===== src/rtl/frame_readout_sequencer.sv =====
`default_nettype none
// ============================================================================
// Module      : frame_readout_sequencer
// Description : Row/column readout sequencer for a gated sensor array. Each
//               row is gated and settled, then every column is converted and
//               the sample is pushed into a FIFO, with back-pressure.
// Revision    : 1.0 - initial release
// ============================================================================
module frame_readout_sequencer #(
    parameter int GATE_CYC   = 16,
    parameter int SETTLE_CYC = 8
) (
    input  logic        clk,
    input  logic        rst_n,
    input  logic        frame_start,
    input  logic        abort,
    input  logic [11:0] n_rows,
    input  logic [11:0] n_cols,
    output logic [11:0] row_addr,
    output logic [11:0] col_addr,
    output logic        gate_pulse,
    output logic        adc_start,
    input  logic        adc_done,
    input  logic [13:0] adc_data,
    output logic        fifo_wr_en,
    output logic [13:0] fifo_wr_data,
    input  logic        fifo_full,
    output logic        frame_busy,
    output logic        frame_complete,
    output logic        cfg_err
);

    localparam int CNT_W = 16;
    localparam logic [CNT_W-1:0] C_GATE_LAST   = CNT_W'(GATE_CYC - 1);
    localparam logic [CNT_W-1:0] C_SETTLE_LAST = CNT_W'(SETTLE_CYC - 1);

    typedef enum logic [2:0] {
        IDLE     = 3'd0,
        GATE     = 3'd1,
        SETTLE   = 3'd2,
        CONV     = 3'd3,
        WAIT_ADC = 3'd4,
        WRITE    = 3'd5
    } state_t;

    state_t           r_state;
    logic [CNT_W-1:0] r_cnt;
    logic [11:0]      r_rows;
    logic [11:0]      r_cols;

    always_ff @(posedge clk or negedge rst_n) begin
        if (!rst_n) begin
            r_state        <= IDLE;
            r_cnt          <= '0;
            r_rows         <= '0;
            r_cols         <= '0;
            row_addr       <= '0;
            col_addr       <= '0;
            gate_pulse     <= 1'b0;
            adc_start      <= 1'b0;
            fifo_wr_en     <= 1'b0;
            fifo_wr_data   <= '0;
            frame_busy     <= 1'b0;
            frame_complete <= 1'b0;
            cfg_err        <= 1'b0;
        end else begin
            // Strobe outputs default low; only the transitions below raise them.
            cfg_err        <= 1'b0;
            frame_complete <= 1'b0;
            adc_start      <= 1'b0;
            fifo_wr_en     <= 1'b0;

            if (abort) begin
                r_state    <= IDLE;
                r_cnt      <= '0;
                gate_pulse <= 1'b0;
                frame_busy <= 1'b0;
            end else begin
                case (r_state)
                    IDLE: begin
                        if (frame_start) begin
                            if (n_rows != 12'd0 && n_cols != 12'd0) begin
                                r_rows     <= n_rows;
                                r_cols     <= n_cols;
                                row_addr   <= '0;
                                col_addr   <= '0;
                                r_cnt      <= '0;
                                gate_pulse <= 1'b1;
                                frame_busy <= 1'b1;
                                r_state    <= GATE;
                            end else begin
                                cfg_err <= 1'b1;
                            end
                        end
                    end
                    GATE: begin
                        if (r_cnt == C_GATE_LAST) begin
                            r_cnt      <= '0;
                            gate_pulse <= 1'b0;
                            r_state    <= SETTLE;
                        end else begin
                            r_cnt <= r_cnt + 1'b1;
                        end
                    end
                    SETTLE: begin
                        if (r_cnt == C_SETTLE_LAST) begin
                            r_cnt     <= '0;
                            adc_start <= 1'b1;
                            r_state   <= CONV;
                        end else begin
                            r_cnt <= r_cnt + 1'b1;
                        end
                    end
                    CONV: begin
                        r_state <= WAIT_ADC;
                    end
                    WAIT_ADC: begin
                        if (adc_done) begin
                            fifo_wr_data <= adc_data;
                            r_state      <= WRITE;
                        end
                    end
                    WRITE: begin
                        // The write strobe lands in the first cycle of the next
                        // step; fifo_wr_data is untouched until the next adc_done.
                        if (!fifo_full) begin
                            fifo_wr_en <= 1'b1;
                            if (col_addr < r_cols - 12'd1) begin
                                col_addr  <= col_addr + 12'd1;
                                adc_start <= 1'b1;
                                r_state   <= CONV;
                            end else if (row_addr < r_rows - 12'd1) begin
                                col_addr   <= '0;
                                row_addr   <= row_addr + 12'd1;
                                gate_pulse <= 1'b1;
                                r_state    <= GATE;
                            end else begin
                                frame_busy     <= 1'b0;
                                frame_complete <= 1'b1;
                                r_state        <= IDLE;
                            end
                        end
                    end
                    default: begin
                        gate_pulse <= 1'b0;
                        frame_busy <= 1'b0;
                        r_state    <= IDLE;
                    end
                endcase
            end
        end
    end

endmodule
`default_nettype wire


===== config.mk =====
export PLATFORM = sky130hd
export DESIGN_NAME = frame_readout_sequencer
export DESIGN_NICKNAME = d
export VERILOG_FILES = /design/src/rtl/frame_readout_sequencer.sv
export SDC_FILE = /design/constraint.sdc
export NUM_CORES = 1
export LEC_CHECK = 0
export CORE_MARGIN = 2
export CORE_UTILIZATION = 62
export CTS_BUF_LIST = sky130_fd_sc_hd__clkbuf_2
export CTS_CLUSTER_SIZE = 28
export DETAILED_ROUTE_END_ITERATION = 10
export DONT_BUFFER_PORTS = 1
export PLACE_DENSITY_LB_ADDON = 0.12
export SETUP_SLACK_MARGIN = 0.1
export SKIP_LAST_GASP = 1
export SLEW_MARGIN = 20
export SYNTH_ARGS = -nofsm -noshare
export SYNTH_HDL_FRONTEND = slang
export SYNTH_SLANG_ARGS = --single-unit
export TNS_END_PERCENT = 30

===== constraint.sdc =====
create_clock -name clk -period 10.1 [get_ports clk]
set_input_delay 2.02 -clock clk [delete_from_list [all_inputs] [get_ports clk]]
set_output_delay 2.02 -clock clk [all_outputs]
set_load 0.05 [all_outputs]

* Word-level counts from Yosys, hierarchy flattened *
Cells that the tools add are included.
W data, S select, Z words.

word-level totals
  flip-flop bits (word level) = 87
  input port bits = 44
  output and inout bits = 44
  word-level logic and storage cells = 117

operators by class
  add/subtract/negate cells = 5
  magnitude comparators = 2
  equal/unequal tests = 24
  muxes and demuxes = 56
  bitwise operators = 1
  reductions and logical operators = 16

operators by type and width
  operator                 count
  $mux W12                 8
  $mux W16                 5
  $pmux W12 S2             2
  $pmux W16 S3             1
  $ne A3 B3 Y1 const B     10
  $mux W1                  28
  $add A12 B1 Y12 const B  2
  $lt A12 B12 Y1           2
  $reduce_bool A12 Y1      2
  $sub A12 B1 Y12 const B  2
  $mux W3                  7
  $pmux W3 S6              1
  $reduce_and A6 Y1        3
  $add A16 B1 Y16 const B  1
  $eq A16 B3 Y1 const B    1
  $eq A16 B4 Y1 const B    1
  $reduce_and A7 Y1        2
  $ne A2 B2 Y1 const B     5
  $eq A3 B2 Y1 const B     2
  $eq A3 B3 Y1 const B     2
  $reduce_and A3 Y1        2
  $ne A2 B1 Y1 const B     2
  $pmux W1 S4              1
  $reduce_and A4 Y1        1
  other kinds (11)         11

* Longest topological paths before layout *
  word-level depth = 7
  mapped depth = 16
  mapped depth without buffers = 14

* Least setup slack after synthesis *
Ideal clock, no wire load.

  kind = input -> register
  start = in n_rows[5]
  end = reg row_addr[7]
  library setup time = 0.067 ns
  arrival = 3.564 ns
  data required time = 10.033 ns
  setup slack = 6.469 ns
  stages on the path = 8
  cells stage by stage = nor4_1 -> nand3_1 -> a31oi_1 -> a2111oi_4 -> o211ai_2 -> buf_6 -> or4_1 -> nand2_1

on the way
  word-level cells in the longest chain between the ends = 4

RTL lines
  what                         RTL line  source
  start, declared              17        input logic [11:0] n_rows,
  $reduce_bool A12 Y1          82        if (n_rows != 12'd0 && n_cols != 12'd0) begin
  $logic_and A1 B1 Y1          82
  $ne A2 B2 Y1 (no line)       -
  $reduce_and A7 Y1 (no line)  -
  end signal, assigned         134       row_addr <= row_addr + 12'd1;
  end, declared                19        output logic [11:0] row_addr,

No other way between the ends.
A chain may end at the register's enable or synchronous reset.

* Final worst setup path *
  start = reg r_cols[0]
  end = reg row_addr[8]

on the way
  word-level cells in the longest chain between the ends = 4

RTL lines
  what                         RTL line  source
  start, declared              49        logic [11:0] r_cols;
  start signal, assigned       84        r_cols <= n_cols;
  $sub A12 B1 Y12              128       if (col_addr < r_cols - 12'd1) begin
  $lt A12 B12 Y1               128
  $ne A2 B2 Y1 (no line)       -
  $reduce_and A7 Y1 (no line)  -

No other way between the ends.

==> key figures <==
Run status
  – Status: finished clean

Clock tree
  – Clock buffer depth: 2
  – Post_cts resized: 0
  – CTS tree: yes
  – # clock sinks: between 80 and 90
  – CTS buffer count: 9
  – H-Tree Depth: 3
  – Clock root cell: clkbuf_2
  – Clk_lat worst skew: around 0.57 ns
  – Number of setup buffers added after CTS: 0
  – Worst-path clk slew: 0.27 ns
  – Hold bufs inserted after CTS: 0

Worst setup path
  – Crit Path Max Fanout: 21
  – Cell mode on critical path: ha_1
  – Slowest CP cell: o21ai_1
  – R2r endpoint: row_addr[8]$_DFFE_PN0P_
  – R2r setup slk: roughly 5.7 ns
  – Worst setup EP type: flip-flop
  – Crit path launch type: flip-flop
  – WP data arrival: between 4 and 5 ns
  – Worst Path Required: 10.60 ns
  – CP Class: reg -> reg
  – Path depth of the worst reg2reg path: 13
  – CP peak stage delay: 0.79 ns
  – Startpoint of the worst register-to-register path: r_cols[0]$_DFFE_PN0P_
  – Crit path cell chain: inv_1 > ha_1 > nand2b_1 > nor4_1 > xnor2_1 > ha_1 > nand4_1 > a211oi_1 > nor3_1 > o21ai_1 > o211ai_2 > or4_1 > a21oi_1

Final layout
  – Area occupied by multi-input gates: between 2000 and 3000 µm²
  – Fill cells: 678
  – Nets@finish: 608
  – Non-filler cells in the finished layout: approximately 640
  – Final core occ: approximately two thirds
  – Antenna Cells: 0
  – Layout cell share with drive strength beyond 1: slightly below 8%
  – Synth-to-Final Area Change: 3.101%
  – Register area: between 2000 and 2500 µm²

Run
  – Max cap viols: 0

Logic synthesis
  – Warnings from Yosys: 0
  – Distinct cells, synth: between 50 and 60
  – Synth Area per Inst: slightly above 9 µm²
  – Asr flop ratio synth: between 90% and 100%
  – Sequential area share after synthesis: 43.86%
  – Synthesized flop and latch total: slightly below 90
  – Synth top area share: 43.86%
  – Post-synth EDFFs: 0
  – Gate Count Post-Synth: roughly 550
  – Top cells by count, synth: 105 x nand2_1, 87 x dfrtp_1, 49 x o21ai_0, 39 x nor2_1, 27 x ha_1
  – Most used DFF post-synth: dfrtp_1
  – Most numerous cell in the Yosys netlist: nand2_1
  – Area leader, netlist: dfrtp_1
  – Mapped Area: slightly below 5000 µm²
  – Dominant cells by area after synthesis: dfrtp_1 44%, nand2_1 7.9%, ha_1 6.8%, o21ai_0 4.9%, mux2_2 3.4%
  – Synth Net Count: around 620

Timing
  – Max Clk Rate: 225.2 MHz
  – Final period utilization: around 44%
  – Worst clock skew: between 0.03 and 0.04 ns
  – Fin. Hold Viols: 0
  – Hold slack: about 0.54 ns
  – Tmin final: around 4.4 ns
  – Fin. max-slew vios: 0
  – RSZ-0062 raised after global routing: no
  – Worst-Margin Slew: between 1 and 1.5 ns
  – Setup TNS: 0 ns
  – Endpoints failing setup: 0
  – Slew HR: between 20 and 30%

Routing
  – Final wirelength: ~10 mm
  – DR DRC count: 0
  – Vias/cell: slightly above 6
  – DRT iter0 DRCs: around 220
  – Wire length per cell: about 16 µm
  – First-pass iteration count of the detailed router: 5
  – Via count: 3956
  – Post-route ant nets: 0

Floorplanning
  – Floorplan Core Area: a little under 8000 µm²
  – Row cnt: 32
  – Initial Utilization: 64.23%
  – Io pins: slightly below 90
  – Die footprint: around 8700 µm²
  – Die height: approximately 93 µm
  – Die width: 93.48 µm

Global routing
  – GR Overflow Total: 0
  – Total track usage: approximately 24%
  – Initial antenna violation count: 0
  – Pin count of the biggest net entering global routing: 88
  – First-pass GRT wire length: roughly 17 mm
  – Vias in the first global route: between 3000 and 4000

Min path
  – Worst Hold Launch: r_cols[11]$_DFFE_PN0P_
  – Hold Crit Depth: 2
  – Worst Hold End: r_cols[11]$_DFFE_PN0P_
  – Hold Path Class: reg -> reg

Placement
  – Placer congestion estimate: 0.8428
  – Buffers on Ports: 0
  – Placed instance count: approximately 630
  – Post-DP HPWL: roughly 7.4 mm

Power and ir drop
  – Pwr dens: between 200 and 250 nW/µm²
  – Total power: 1.202 mW
  – Static leakage: 2.389 nW
  – Worst vdd ir: roughly 0.10 mV
==> logic make-up after synthesis <==
family,after synthesis,share of synthesized area [%]
AND/OR/NAND/NOR,243,23.17
AO/OA/AOI/OAI,119,15.68
flip-flops,87,43.86
buffers and inverters,32,3.000
adder cells (fa/ha/maj),27,6.806
XOR/XNOR,22,3.882
multiplexers,16,3.605
==> power breakdown <==
part | switching [mW] | internal (mW)
Combinational | 0.217 | 0.175
Clock | 0.127 | 0.0599
Sequential | 0.193 | 0.430
Total | 0.536 | 0.665
==> cells in the final DEF (no fill, tap or decap), types with 2 or more instances in the layout <==
| cell | Yosys | routed |
|---|---|---|
| nor3_1 | 12 | 12 |
| a21o_1 | 4 | 4 |
| nor2b_1 | 8 | 8 |
| mux2_2 | 15 | 15 |
| dfrtp_1 | 87 | 87 |
| o21ai_0 | 49 | 49 |
| xnor2_1 | 15 | 15 |
| or3_1 | 5 | 5 |
| inv_6 | 0 | 3 |
| o211ai_1 | 4 | 4 |
| and3_1 | 14 | 14 |
| o41ai_1 | 3 | 3 |
| ha_1 | 27 | 27 |
| nand4b_1 | 2 | 2 |
| nand2_1 | 105 | 105 |
| nor4_1 | 14 | 14 |
| xor2_1 | 7 | 7 |
| a22o_1 | 11 | 11 |
| clkbuf_2 | 0 | 9 |
| or2_2 | 4 | 4 |
| and2_1 | 4 | 4 |
| inv_1 | 12 | 12 |
| o211a_1 | 2 | 2 |
| o22a_1 | 2 | 2 |
| a211oi_1 | 7 | 7 |
| nand2b_1 | 3 | 3 |
| o31ai_1 | 5 | 5 |
| a21oi_1 | 18 | 18 |
| nand4_1 | 4 | 4 |
| o21ai_1 | 2 | 2 |
| or4_1 | 4 | 4 |
| nor2_1 | 39 | 38 |
| nand3_1 | 18 | 18 |
==> flip-flops by register name, indices dropped and copies added, names as in the netlist <==
name and cells:
frame_complete 1, r_state 3, col_addr 12, fifo_wr_en 1
frame_busy 1, row_addr 12, r_cols 12, gate_pulse 1
adc_start 1, cfg_err 1, r_cnt 16, r_rows 12
fifo_wr_data 14
==> metal layers <==
metal  vias up  GRT usage (%)  wire (µm)
met5         -              0          0
met4         0          7.353        107
met3        13          5.479        564
met2        98          42.45       5056
met1      1908          29.91       4306
li1       1937              -          -
==> critical path, delay by kind of cell (launching register included) <==
family	cells	cell delay, ns
buffers and inverters	1	0.08
adder cells (fa/ha/maj)	2	0.50
flip-flops	1	0.46
XOR/XNOR	1	0.14
AND/OR/NAND/NOR	5	1.42
AO/OA/AOI/OAI	4	1.75
==> how the worst max path moves through the flow <==
stage,start,to,slack [ns],depth (start not counted)
3_5_place_dp,n_rows[5],col_addr[4]$_DFFE_PN0P_,5.72,7
2_1_floorplan,n_rows[5],row_addr[7]$_DFFE_PN0P_,6.47,8
4_1_cts,r_cols[2]$_DFFE_PN0P_,row_addr[8]$_DFFE_PN0P_,5.67,13
3_3_place_gp,n_rows[5],col_addr[3]$_DFFE_PN0P_,5.82,7
5_1_grt,r_cols[2]$_DFFE_PN0P_,row_addr[10]$_DFFE_PN0P_,5.25,13
6_report,r_cols[0]$_DFFE_PN0P_,row_addr[8]$_DFFE_PN0P_,5.66,13
==> cell type report <==
cell class	instances	area share (%)
clock buffers	9	0.8802
clock inverters	7	1.516
inverters	12	0.8802
multi-input cells	427	51.69
flip-flops and latches	87	42.54
well taps	102	2.494
==> metrics by stage <==
stage               worst slack (ns)  instance area [µm²]
finish                         5.660                 5117
floorplan                      6.469                 4964
CTS                            5.673                 5112
detailed placement             5.716                 4990
global route                   5.246                 5117
global placement               5.822                 4990
No activity file was read; power rests on OpenSTA's default activity.
